[config.mk]
export PLATFORM = sky130hd
export DESIGN_NAME = mem_arbiter
export DESIGN_NICKNAME = d
export VERILOG_FILES = /design/src/rtl/mem_arb_pkg.sv /design/src/rtl/mem_arb_watchdog.sv /design/src/rtl/mem_arbiter.sv
export SDC_FILE = /design/constraint.sdc
export NUM_CORES = 1
export LEC_CHECK = 0
export ABC_AREA = 1
export CAP_MARGIN = 0
export CORE_AREA = 5 5 105 107
export DETAILED_ROUTE_END_ITERATION = 6
export DIE_AREA = 0 0 110 112
export GPL_TIMING_DRIVEN = 0
export PLACE_DENSITY = 0.74
export SLEW_MARGIN = 25
export SYNTH_ARGS = -nofsm -noshare
export SYNTH_HDL_FRONTEND = slang
export SYNTH_SLANG_ARGS = --single-unit
export TNS_END_PERCENT = 100
[constraint.sdc]
create_clock -name clk -period 5 [get_ports clk]
set_input_delay 0.75 -clock clk [delete_from_list [all_inputs] [get_ports clk]]
set_output_delay 0.75 -clock clk [all_outputs]
set_load 0.01 [all_outputs]
[src/rtl/mem_arb_pkg.sv]
// ---------------------------------------------------------------------------
// mem_arb_pkg
// Shared definitions for the memory-port arbiter:
//   arb_state_e      : arbiter FSM state encoding (IDLE, GNT_I, GNT_D)
//   W_BYTE/HALF/WORD : memory access width codes
//   DEFAULT_TIMEOUT  : default watchdog limit in grant cycles
//   DEFAULT_CNT_W    : default watchdog counter width
// ---------------------------------------------------------------------------
package mem_arb_pkg;

    typedef enum logic [1:0] {
        IDLE  = 2'd0,
        GNT_I = 2'd1,
        GNT_D = 2'd2
    } arb_state_e;

    localparam logic [1:0] W_BYTE = 2'd0;
    localparam logic [1:0] W_HALF = 2'd1;
    localparam logic [1:0] W_WORD = 2'd2;

    localparam int DEFAULT_TIMEOUT = 64;
    localparam int DEFAULT_CNT_W   = 8;

endpackage

[src/rtl/mem_arb_watchdog.sv]
// ---------------------------------------------------------------------------
// mem_arb_watchdog
// Counts grant cycles that pass without a memory acknowledge and flags the
// cycle in which the transfer has to be completed with an error.
//   clk     : clock
//   reset   : synchronous active-high reset, clears the count
//   clr_i   : clear the count (grant state is being entered or left)
//   en_i    : count this cycle (granted and no mem_ack)
//   tc_o    : terminal count - count == TIMEOUT-1 while enabled
// TIMEOUT = 0 disables tc_o. CNT_W must satisfy 2**CNT_W > TIMEOUT.
// ---------------------------------------------------------------------------
module mem_arb_watchdog
    import mem_arb_pkg::*;
#(
    parameter int TIMEOUT = DEFAULT_TIMEOUT,
    parameter int CNT_W   = DEFAULT_CNT_W
) (
    input  logic clk,
    input  logic reset,
    input  logic clr_i,
    input  logic en_i,
    output logic tc_o
);

    localparam logic [CNT_W-1:0] TC_VAL  = (TIMEOUT > 0) ? CNT_W'(TIMEOUT - 1) : '0;
    localparam logic [CNT_W-1:0] CNT_MAX = '1;
    localparam logic             WD_ON   = (TIMEOUT > 0);

    logic [CNT_W-1:0] count_q;
    logic [CNT_W-1:0] count_d;

    always_comb begin
        count_d = count_q;
        if (clr_i) begin
            count_d = '0;
        end else if (en_i && (count_q != CNT_MAX)) begin
            // Saturate so a disabled or oversized limit can never wrap
            // back into a false terminal count.
            count_d = count_q + 1'b1;
        end
    end

    always_ff @(posedge clk) begin
        if (reset) begin
            count_q <= '0;
        end else begin
            count_q <= count_d;
        end
    end

    assign tc_o = WD_ON && en_i && (count_q == TC_VAL);

endmodule

[src/rtl/mem_arbiter.sv]
// ---------------------------------------------------------------------------
// mem_arbiter
// Shares one memory port between instruction fetch (I) and the mem-stage
// data requester (D). One transfer is outstanding at a time; D wins in IDLE,
// and under contention grants alternate because a completing requester is
// never re-granted directly. A watchdog completes a hung transfer with err.
//
// Handshake: a requester raises x_req with its address/controls and holds
// them until x_ack; x_ack is a single-cycle pulse with read data (and x_err
// on timeout) valid in that same cycle. Toward memory, mem_req follows the
// granted requester's req and mem_ack/mem_rdata complete it in one cycle.
//
// Ports:
//   clk, reset                      : clock, synchronous active-high reset
//   i_req/i_addr -> i_ack/i_err/i_data          : fetch side (word reads)
//   d_req/d_addr/d_write/d_wdata/d_extend/d_width
//                -> d_ack/d_err/d_rdata          : data side
//   mem_req/mem_addr/mem_write/mem_wdata/mem_extend/mem_width : memory request
//   mem_ack/mem_rdata               : memory completion
//   busy                            : arbiter not IDLE
//   state_o                         : FSM state (debug)
// ---------------------------------------------------------------------------
module mem_arbiter
    import mem_arb_pkg::*;
#(
    parameter int TIMEOUT = DEFAULT_TIMEOUT,
    parameter int CNT_W   = DEFAULT_CNT_W
) (
    input  logic        clk,
    input  logic        reset,
    // fetch requester
    input  logic        i_req,
    input  logic [31:0] i_addr,
    output logic        i_ack,
    output logic        i_err,
    output logic [31:0] i_data,
    // data requester
    input  logic        d_req,
    input  logic [31:0] d_addr,
    input  logic        d_write,
    input  logic [31:0] d_wdata,
    input  logic        d_extend,
    input  logic [1:0]  d_width,
    output logic        d_ack,
    output logic        d_err,
    output logic [31:0] d_rdata,
    // memory port
    output logic        mem_req,
    output logic [31:0] mem_addr,
    output logic        mem_write,
    output logic [31:0] mem_wdata,
    output logic        mem_extend,
    output logic [1:0]  mem_width,
    input  logic        mem_ack,
    input  logic [31:0] mem_rdata,
    // status
    output logic        busy,
    output arb_state_e  state_o
);

    arb_state_e state_q;
    arb_state_e state_d;

    logic wd_clr;
    logic wd_en;
    logic wd_tc;

    // The count restarts whenever the state changes, which covers both
    // IDLE->GNT and the back-to-back GNT_I<->GNT_D handover.
    assign wd_clr = (state_d != state_q);
    assign wd_en  = (state_q != IDLE) && !mem_ack;

    mem_arb_watchdog #(
        .TIMEOUT (TIMEOUT),
        .CNT_W   (CNT_W)
    ) u_watchdog (
        .clk   (clk),
        .reset (reset),
        .clr_i (wd_clr),
        .en_i  (wd_en),
        .tc_o  (wd_tc)
    );

    always_ff @(posedge clk) begin
        if (reset) begin
            state_q <= IDLE;
        end else begin
            state_q <= state_d;
        end
    end

    always_comb begin
        state_d    = state_q;
        mem_req    = 1'b0;
        mem_addr   = '0;
        mem_write  = 1'b0;
        mem_wdata  = '0;
        mem_extend = 1'b0;
        mem_width  = W_BYTE;
        i_ack      = 1'b0;
        i_err      = 1'b0;
        i_data     = '0;
        d_ack      = 1'b0;
        d_err      = 1'b0;
        d_rdata    = '0;

        unique case (state_q)
            IDLE: begin
                // mem_ack arriving here is stray and deliberately ignored.
                if (d_req) begin
                    state_d = GNT_D;
                end else if (i_req) begin
                    state_d = GNT_I;
                end
            end

            GNT_I: begin
                mem_req   = i_req;
                mem_addr  = i_addr;
                mem_width = W_WORD;
                if (mem_ack) begin
                    // A real ack beats a simultaneous timeout.
                    i_ack   = 1'b1;
                    i_data  = mem_rdata;
                    state_d = d_req ? GNT_D : IDLE;
                end else if (wd_tc) begin
                    i_ack   = 1'b1;
                    i_err   = 1'b1;
                    state_d = IDLE;
                end
            end

            GNT_D: begin
                mem_req    = d_req;
                mem_addr   = d_addr;
                mem_write  = d_write;
                mem_wdata  = d_wdata;
                mem_extend = d_extend;
                mem_width  = d_width;
                if (mem_ack) begin
                    d_ack   = 1'b1;
                    d_rdata = mem_rdata;
                    state_d = i_req ? GNT_I : IDLE;
                end else if (wd_tc) begin
                    d_ack   = 1'b1;
                    d_err   = 1'b1;
                    state_d = IDLE;
                end
            end

            default: begin
                state_d = IDLE;
            end
        endcase

        // A transfer aborted by reset must never report completion.
        if (reset) begin
            i_ack   = 1'b0;
            i_err   = 1'b0;
            i_data  = '0;
            d_ack   = 1'b0;
            d_err   = 1'b0;
            d_rdata = '0;
        end
    end

    assign busy    = (state_q != IDLE);
    assign state_o = state_q;

endmodule

Word-level counts from Yosys, hierarchy flattened
Cells that the tools add are included.

Reductions and logical operators: 7. Equal/unequal tests: 5. Mux-type cells: 30. Add/subtract/negate cells: 1.

Operators by type and width (number): 32-bit 2-to-1 mux (6); 32-bit one-hot mux with 2 select lines (1); 1-bit 2-to-1 mux (14); 2-bit 2-to-1 mux (6); 8-bit by 1-bit adder with 8-bit output, second input constant (1); 8-bit by 6-bit equality test with 1-bit output, second input constant (1); 8-bit != test, second input constant (1); 2-bit one-hot mux with 3 select lines (1); 2-bit one-hot mux with 2 select lines (1); 1-bit logical AND (3); 2-bit by 1-bit equality test with 1-bit output, second input constant (1); 2-bit equality test, second input constant (1); 2-bit zero test (1); 2-bit != test (1); 1-bit one-hot mux with 2 select lines (1); 2-bit nonzero test (1); 2-bit OR reduction (1); 1-bit zero test (1).

Output and inout port bits: 140. Input port bits: 137. Logic and storage cells: 45. Flip-flop bits (word level): 10.

Logic depth before layout (Yosys ltp)
Gate-level depths: netlist (run 1).

Word-level depth: 8. Depth in mapped cells: 14. Gate-level depth less buffers: 14.

Hierarchy
A second synthesis (run 1) with hierarchy kept.

Cell total of the unflattened synthesis: 421. Area, all modules: 1973.1 sq um.

Modules (own cells, without submodules): mem_arbiter (area an instance 1485.2 sq um, cells an instance 347, times used 1, seq. area each 40.0 sq um); mem_arb_watchdog (area an instance 488.0 sq um, cells an instance 74, times used 1, seq. area each 160.2 sq um).

Least setup slack after synthesis (run 1)
No wires, ideal clock.

Path kind: reg-to-output. Start point: reg state_q[0], in the netlist state_o[0]. End point: out mem_wdata[21]. Buffers on the path: 3. Cell stages (with the launch flop): 8. Slack: 2733 ps. Required time: 4250 ps. Arrival: 1517 ps. Cells stage by stage: dfxtp_1 -> inv_1 -> ha_1 -> buf_2 -> clkbuf_1 -> buf_1 -> nand2_1 -> inv_1.

Cells in the longest elaborated chain, start to end: 2.

RTL lines: start, declared (line mem_arbiter.sv:61) `arb_state_e state_q;`; start signal, assigned (line mem_arbiter.sv:88) `state_q <= state_d;`; 2-bit equality test (line mem_arbiter.sv:107) `unique case (state_q)`; 32-bit 2-to-1 mux (line mem_arbiter.sv:107); end, declared (line mem_arbiter.sv:51) `output logic [31:0] mem_wdata,`.

Every way passes these cells.

Final worst setup path (run 1)
Start point: in mem_ack. End point: out d_rdata[5].

Cells in the longest elaborated chain, start to end: 3.

RTL lines: start, declared (line mem_arbiter.sv:54) `input logic mem_ack,`; 32-bit 2-to-1 mux (line mem_arbiter.sv:140) `if (mem_ack) begin`; 32-bit 2-to-1 mux (line mem_arbiter.sv:107); 32-bit 2-to-1 mux (line mem_arbiter.sv:157) `if (reset) begin`; end, declared (line mem_arbiter.sv:46) `output logic [31:0] d_rdata,`.

Every way passes these cells.

==> results of run 1 <==
[where the power goes]
part / leakage (nW) / total [mW] / internal [mW] / switching [mW]
registers: 0.0810 / 0.0852 / 0.0821 / 0.00311
logic: 1.93 / 0.394 / 0.209 / 0.185
clock network: 0.0288 / 0.102 / 0.0693 / 0.0324
total: 2.04 / 0.581 / 0.361 / 0.220
[registers in the layout (all words and copies together) (netlist names)]
name / flops
state_o: 2
u_watchdog.count_q: 8
[per-stage QoR]
stage	worst slack (ns)	util, %
finish	1.52	49.1
global route	1.35	49.1
CTS	1.53	49.1
detailed placement	1.54	48.6
global placement	1.55	48.6
floorplan	2.73	-
[cell usage after synthesis, types with 2 or more instances]
library cell	instances
sky130_fd_sc_hd__a21oi_1	36
sky130_fd_sc_hd__buf_1	3
sky130_fd_sc_hd__buf_2	3
sky130_fd_sc_hd__clkbuf_1	19
sky130_fd_sc_hd__dfxtp_1	10
sky130_fd_sc_hd__ha_1	5
sky130_fd_sc_hd__inv_1	52
sky130_fd_sc_hd__inv_2	2
sky130_fd_sc_hd__nand2_1	165
sky130_fd_sc_hd__nand2_4	2
sky130_fd_sc_hd__nand3_1	6
sky130_fd_sc_hd__nand3_2	4
sky130_fd_sc_hd__nor2_1	74
sky130_fd_sc_hd__nor2_2	2
sky130_fd_sc_hd__nor3_2	8
sky130_fd_sc_hd__o21ai_0	2
sky130_fd_sc_hd__xnor2_1	3
sky130_fd_sc_hd__xor2_1	3
[layer usage]
layer,up-vias,share of wire (%)
met3,23,10
met4,0,3.2
met5,-,0
met2,173,52
li1,1770,-
met1,1530,35
[final cells by class]
| cell class | instances | area [µm²] | share of cell area (%) |
|---|---|---|---|
| Buffer | 25 | 97.6 | 1.98 |
| Clock buffer | 4 | 55.1 | 1.12 |
| Inverter | 55 | 206 | 4.18 |
| Multi-Input combinational cell | 316 | 1440 | 29.2 |
| Sequential cell | 10 | 200 | 4.06 |
| Tap cell | 136 | 170 | 3.45 |
| Timing Repair Buffer | 276 | 2760 | 56.0 |
[worst reg2reg max path, stage by stage (launching register included)]
cell and delay [ns]:
sky130_fd_sc_hd__dfxtp_1 0.44, sky130_fd_sc_hd__inv_1 0.14, sky130_fd_sc_hd__ha_1 0.26, sky130_fd_sc_hd__inv_2 0.10
sky130_fd_sc_hd__nand2_1 0.08, sky130_fd_sc_hd__nor2_2 0.17, sky130_fd_sc_hd__nand2_4 0.10, sky130_fd_sc_hd__nand3_1 0.08
sky130_fd_sc_hd__nand2_1 0.05, sky130_fd_sc_hd__inv_1 0.05, sky130_fd_sc_hd__nand2_1 0.07, sky130_fd_sc_hd__nand2_1 0.09
sky130_fd_sc_hd__nand2_1 0.09, sky130_fd_sc_hd__nand2_4 0.15, sky130_fd_sc_hd__nor3_2 0.06
[cells by family after synthesis]
logic type,after synthesis,share of synthesized area (%)
flops,10,10.3
xor+xnor,6,2.70
fa+ha+maj,5,3.21
simple gates,265,57.7
buf+inv,80,15.6
compound gates,40,10.5
[worst max-delay path by stage]
stage                                      from       endpoint  slack [ns]  depth (start not counted)
after floorplan           state_o[0]$_SDFF_PP0_  mem_wdata[21]        2.73                          7
after global placement                  mem_ack     d_rdata[1]        1.55                          6
after detailed placement                mem_ack     d_rdata[1]        1.54                          6
after CTS                               mem_ack     d_rdata[1]        1.53                          6
after global routing      state_o[0]$_SDFF_PP0_  mem_wdata[23]        1.35                          8
final                                   mem_ack     d_rdata[5]        1.52                          6
==> Implementation_results.wiki, run 1 <==
{| class="wikitable"
! Metric !! Value
|-
| Relative slew margins || 66.0%
|-
| Worst Path Buf+Inv || 4
|-
| Number of iterations in the first detailed-routing pass || 4
|-
| Primary FF master, synth || sky130_fd_sc_hd__dfxtp_1
|-
| Crit path arrival time || 2.73 ns
|-
| Commonest cells after routing, fill and taps aside || sky130_fd_sc_hd__clkdlybuf4s50_1 (276), sky130_fd_sc_hd__nand2_1 (165), sky130_fd_sc_hd__nor2_1 (74)
|-
| Ports placed on the boundary || 277
|-
| CP Data Required Time || 4.25 ns
|-
| Count of placed standard cells including taps || 818
|-
| Cell family with most CP delay || buffers and inverters
|-
| Fraction of the cycle the final worst path needs || 69.5%
|-
| Setup Skew || 0.00253 ns
|-
| Half-perimeter wire length after detailed placement || 10.1 mm
|-
| Total GRT Usage || 17.4%
|-
| Number of library cell types mapped by synthesis || 25
|-
| Share of synthesized flip-flops with an asynchronous set or reset || 0%
|-
| Cts repair resizes || 0
|-
| Total power || 0.581 mW
|-
| Pin count of the biggest net entering global routing || 11
|-
| CP Class || in -> out
|-
| CTS Buf Count || 3
|-
| Slowest Stage Delay on Critical Path || 0.57 ns
|-
| Leakage power summed over all cells || 2.04 nW
|-
| Cts-stage hold buffer count || 0
|-
| Remaining routing DRC violations || 0
|-
| Width of the die || 110 µm
|-
| Port Buffer Count || 276
|-
| Flip-flop and latch count after synthesis || 10
|-
| Warnings from Yosys || 0
|-
| Final hold slack || 0.573 ns
|-
| Final sum of negative setup slack || 0 ns
|-
| R2R Path End || u_watchdog.count_q[7]$_SDFFE_PP0P_
|-
| Number of max-capacitance violations reported || 0
|-
| Placer congestion estimate || 0.942
|-
| H-Tree Level Count || 1
|-
| Count of flip-flops with a built-in enable after synthesis || 0
|-
| Min-Delay Startpoint || u_watchdog.count_q[4]$_SDFFE_PP0P_
|-
| Most common library cell in the layout ignoring fill and taps || sky130_fd_sc_hd__clkdlybuf4s50_1
|-
| Layout cell share with drive strength beyond 1 || 4.08%
|-
| Leading post-synthesis cells by cell area || sky130_fd_sc_hd__nand2_1 (32%), sky130_fd_sc_hd__nor2_1 (14%), sky130_fd_sc_hd__dfxtp_1 (10%), sky130_fd_sc_hd__inv_1 (10%), sky130_fd_sc_hd__a21oi_1 (9.3%)
|-
| Final non-filler cell area || 4930 µm²
|-
| Register clock-pin slew on the reported worst setup and hold paths || 0.05 ns
|-
| Wire length per cell after detailed routing || 13.8 µm
|-
| Root Driver || sky130_fd_sc_hd__clkbuf_8
|-
| Power Density || 118 nW/µm²
|-
| Worst hold path type || reg -> reg
|-
| Height of the chip || 112 µm
|-
| Kind of start point of the critical path || primary input
|-
| Final setup violation count || 0
|-
| Sink of the worst hold path || u_watchdog.count_q[4]$_SDFFE_PP0P_
|-
| Clock Sinks || 10
|-
| Slowest stage cell, crit path || sky130_fd_sc_hd__clkdlybuf4s50_1
|-
| Maximum fanout along the worst path || 10
|-
| Avg Inst Size Synth || 4.80 µm²
|-
| Share of Yosys cell area claimed by the top area cell type || 31.8%
|-
| Most numerous cell on the critical path || sky130_fd_sc_hd__clkdlybuf4s50_1
|-
| Met3 usage || 4.87%
|-
| Final nets || 829
|-
| Global-route met2 utilization || 32.5%
|-
| Filler Cells Inserted || 1015
|-
| Final critical path time including I/O delays and setup || 3.48 ns
|-
| GRT met1 Usage || 18.1%
|-
| Hold depth || 4
|-
| Setup slack of the worst register-to-register path || 2.95 ns
|-
| Post-synth net total || 548
|-
| Number of antenna-violating nets in the routed design || 0
|-
| Ant diodes || 0
|-
| Buffer depth of the longest clock path || 2
|-
| Area of the core || 10000 µm²
|-
| Post-Synthesis Cell Area || 1950 µm²
|-
| Effective utilization at floorplan || 19.4%
|-
| Fraction of the yosys area taken by sequential cells || 10.3%
|-
| Cell taking the most area after synthesis || sky130_fd_sc_hd__nand2_1
|-
| Final standard cell count with taps included and fillers excluded || 822
|-
| Slew at the pin closest to its max-slew limit || 0.510 ns
|-
| CP Capture Type || primary output
|-
| Count of vias placed by the detailed router || 3496
|-
| Antenna violations before repair || 0
|-
| CTS tree || done
|-
| Cell count of the worst reg-to-reg path || 14
|-
| RSZ-0062 raised after global routing || no
|-
| # rows || 37
|-
| Chain of cells forming the critical path || clkdlybuf4s50_1, buf_2, clkbuf_1, nand2_1, nor2_1, clkdlybuf4s50_1
|-
| GRT busiest layer || met2
|-
| Placed standard-cell area || 4880 µm²
|-
| Launching point of the worst reg2reg path || state_o[0]$_SDFF_PP0_
|-
| Clock latency on the worst-skew pair || 0.24 ns
|-
| Outcome || finished, final reports clean
|-
| Number of buffers inserted by post-CTS setup repair || 0
|-
| Count of mapped cells out of synthesis || 406
|-
| Wire length of the first global-routing pass || 17.2 mm
|-
| Area growth from synthesis to final layout || 153%
|-
| Highest clock rate || 288 MHz
|-
| Hold violation count in the final report || 0
|-
| Total die area || 12300 µm²
|-
| Max Transition Viols Final || 0
|-
| Total Wirelength || 11.4 mm
|-
| Worst IR Drop VDD || 0.0797 mV
|-
| Remaining global-route overflow || 0
|-
| Via count of the first global-routing pass || 3408
|-
| Number of design-rule violations left by the first detailed-router iteration || 210
|-
| Post-detailed-route via-to-cell ratio || 4.25
|}
No activity file was read; power rests on OpenSTA's default activity.
==> inputs of run 2 (changes only) <==
Settings changed: CORE_AREA 5 5 105 107 to 5 5 103 105, DIE_AREA 0 0 110 112 to 0 0 108 110, PLACE_DENSITY 0.74 to 0.77.
Clock period 5 ns to 3.3 ns, I/O delays scaled along.
==> Implementation_results.wiki, run 2 (synthesis results as in run 1) <==
{| class="wikitable"
! Metric !! Value
|-
| Outcome || finished, final reports clean
|-
| Fraction of the cycle the final worst path needs || 91.0%
|-
| Global-route met2 utilization || 35.0% (+2.6 points)
|-
| Register clock-pin slew on the reported worst setup and hold paths || 0.05 ns (about the same)
|-
| Final WS setup || 0.296 ns (-1.23 ns)
|-
| Number of max-capacitance violations reported || 0 (unchanged)
|-
| Final setup violation count || 0 (unchanged)
|-
| GRT met1 Usage || 19.2% (+1.1 points)
|-
| Leakage power summed over all cells || 2.05 nW (+0.16%)
|-
| Setup Skew || 0.000570 ns (-0.00196 ns)
|-
| Pin count of the biggest net entering global routing || 11 (unchanged)
|-
| Part of the total power dissipated in sequential elements || 14.6% (about the same)
|-
| Highest clock rate || 333 MHz
|-
| Clk network pwr share || 17.0% (-0.5 points)
|-
| Remaining routing DRC violations || 0 (unchanged)
|-
| Count of placed standard cells including taps || 815 (-0.37%)
|-
| Max Transition Viols Final || 0 (unchanged)
|-
| Most common library cell in the layout ignoring fill and taps || sky130_fd_sc_hd__clkdlybuf4s50_1
|-
| # rows || 36 (-2.7%)
|-
| Effective utilization at floorplan || 20.4% (+1.0 points)
|-
| Clock latency on the worst-skew pair || 0.23 ns (about the same)
|-
| Fraction of power consumed by combinational cells || 68.4% (+0.6 points)
|-
| Worst IR Drop VDD || 0.103 mV (+29%)
|-
| CTS tree || done
|-
| Wire length per cell after detailed routing || 14.6 µm (+5.3%)
|-
| Port Buffer Count || 276 (unchanged)
|-
| Number of antenna-violating nets in the routed design || 0 (unchanged)
|-
| Power Density || 180 nW/µm² (+53%)
|-
| RSZ-0062 raised after global routing || no
|-
| CTS Buf Count || 3 (unchanged)
|-
| Wire length of the first global-routing pass || 17.3 mm (+0.80%)
|-
| Ports placed on the boundary || 277 (unchanged)
|-
| Number of design-rule violations left by the first detailed-router iteration || 176 (-16%)
|-
| Total power || 0.887 mW (+53%)
|-
| Height of the chip || 110 µm (-1.8%)
|-
| GRT busiest layer || met2
|-
| Crit path arrival time || 2.51 ns (-0.22 ns)
|-
| Final critical path time including I/O delays and setup || 3.00 ns
|-
| Ant diodes || 0 (unchanged)
|-
| Slew at the pin closest to its max-slew limit || 0.512 ns (+0.00236 ns)
|-
| Maximum fanout along the worst path || 10 (unchanged)
|-
| Switching component of the power || 0.340 mW (+55%)
|-
| CP Class || in -> out
|-
| Final standard cell count with taps included and fillers excluded || 819 (-0.36%)
|-
| Internal power || 0.546 mW (+52%)
|-
| Core utilization of the finished layout || 51.7% (+2.5 points)
|-
| Root Driver || sky130_fd_sc_hd__clkbuf_8
|-
| Worst hold path type || reg -> reg
|-
| Net switching share of the total power || 38.4% (+0.49 points)
|-
| Width of the die || 108 µm (-1.8%)
|-
| Total die area || 11900 µm² (-3.6%)
|-
| CP Data Required Time || 2.80 ns (-1.45 ns)
|-
| Clock Sinks || 10 (unchanged)
|-
| Area growth from synthesis to final layout || 153% (about the same)
|-
| Commonest cells after routing, fill and taps aside || sky130_fd_sc_hd__clkdlybuf4s50_1 (276), sky130_fd_sc_hd__nand2_1 (165), sky130_fd_sc_hd__nor2_1 (74)
|-
| Total Wirelength || 11.9 mm (+4.9%)
|-
| Top register by number of flip-flops || u_watchdog.count_q
|-
| Area of the core || 9550 µm² (-4.9%)
|-
| Relative slew margins || 65.9% (-0.16 points)
|-
| Hold violation count in the final report || 0 (unchanged)
|-
| Setup Slack @ Placement || 0.299 ns (-1.25 ns)
|-
| Count of vias placed by the detailed router || 3460 (-1.0%)
|-
| Remaining global-route overflow || 0 (unchanged)
|-
| Final nets || 829 (unchanged)
|-
| Antenna violations before repair || 0 (unchanged)
|-
| Total GRT Usage || 18.3% (+0.81 points)
|-
| H-Tree Level Count || 1 (unchanged)
|-
| Placer congestion estimate || 0.899 (-4.5%)
|-
| Kind of start point of the critical path || primary input
|-
| Largest register FFs || 8 (unchanged)
|-
| Number of buffers inserted by post-CTS setup repair || 0 (unchanged)
|-
| Post-detailed-route via-to-cell ratio || 4.22 (-0.67%)
|-
| Buffer depth of the longest clock path || 2 (unchanged)
|-
| CP Capture Type || primary output
|-
| Via count of the first global-routing pass || 3507 (+2.9%)
|-
| Layout cell share with drive strength beyond 1 || 4.23% (+0.15 points)
|-
| Met3 usage || 5.18% (+0.31 points)
|-
| Number of iterations in the first detailed-routing pass || 4 (unchanged)
|-
| Final sum of negative setup slack || 0 ns (unchanged)
|-
| Half-perimeter wire length after detailed placement || 10.6 mm (+4.7%)
|}
run 2: worst paths after layout:
kind	startpoint	end	slack (ns)	cells after the start
worst max-delay path	mem_ack	d_rdata[3]	0.30	6
worst min register to register	u_watchdog.count_q[1]$_SDFFE_PP0P_	u_watchdog.count_q[1]$_SDFFE_PP0P_	0.58	4
worst min-delay path	u_watchdog.count_q[1]$_SDFFE_PP0P_	u_watchdog.count_q[1]$_SDFFE_PP0P_	0.58	4
worst max register to register	state_o[0]$_SDFF_PP0_	u_watchdog.count_q[2]$_SDFFE_PP0P_	1.19	14
run 2: power groups by stage:
stage          clock network, mW  logic, mW  registers (mW)
2_1_floorplan                  0      0.236           0.131
3_3_place_gp                   0      0.597           0.131
3_5_place_dp                   0      0.609           0.131
4_1_cts                    0.155      0.611           0.129
5_1_grt                    0.163      0.657           0.130
6_report                   0.151      0.607           0.129
run 2: repair_timing:
| action | CTS | global route |
|---|---|---|
| hold buffers | 0 | 0 |
| resized for setup | 0 | 2 |
| setup endpoints to repair | 0 | 10 |
run 2: metrics by stage:
| stage | hold WS (ns) | cell area [µm²] |
|---|---|---|
| 5_1_grt | 0.621 | 4930 |
| 3_5_place_dp | 0.565 | 4880 |
| 3_3_place_gp | 0.559 | 4880 |
| 4_1_cts | 0.579 | 4930 |
| 6_report | 0.580 | 4930 |
| 2_1_floorplan | 0.539 | 1950 |
run 2: final cells by class:
class                   instances  area (µm²)
fillers                       954        4620
clock buffers                   4        55.1
repair buffers                276        2760
well taps                     133         166
multi-input cells             316        1440
plain buffers                  25        98.8
flip-flops and latches         10         200
inverters                      55         206
run 2: critical path, stage by stage:
cell and delay (ns):
sky130_fd_sc_hd__clkdlybuf4s50_1 0.48, sky130_fd_sc_hd__buf_2 0.24, sky130_fd_sc_hd__clkbuf_1 0.39, sky130_fd_sc_hd__nand2_1 0.18, sky130_fd_sc_hd__nor2_1 0.15, sky130_fd_sc_hd__clkdlybuf4s50_1 0.57
run 2: layer usage:
layer,vias up,part of all wire (%),wire [µm]
met5,-,0,0
met2,168,53,6310
met4,0,2.0,240
li1,1771,-,-
met3,12,9.5,1140
met1,1509,36,4230
==> inputs of run 3 (changes only) <==
Settings changed: SKIP_CTS_REPAIR_TIMING from default to 1.
==> results of run 3 <==
Final layout, timing and power as in run 2 (identical DEF).
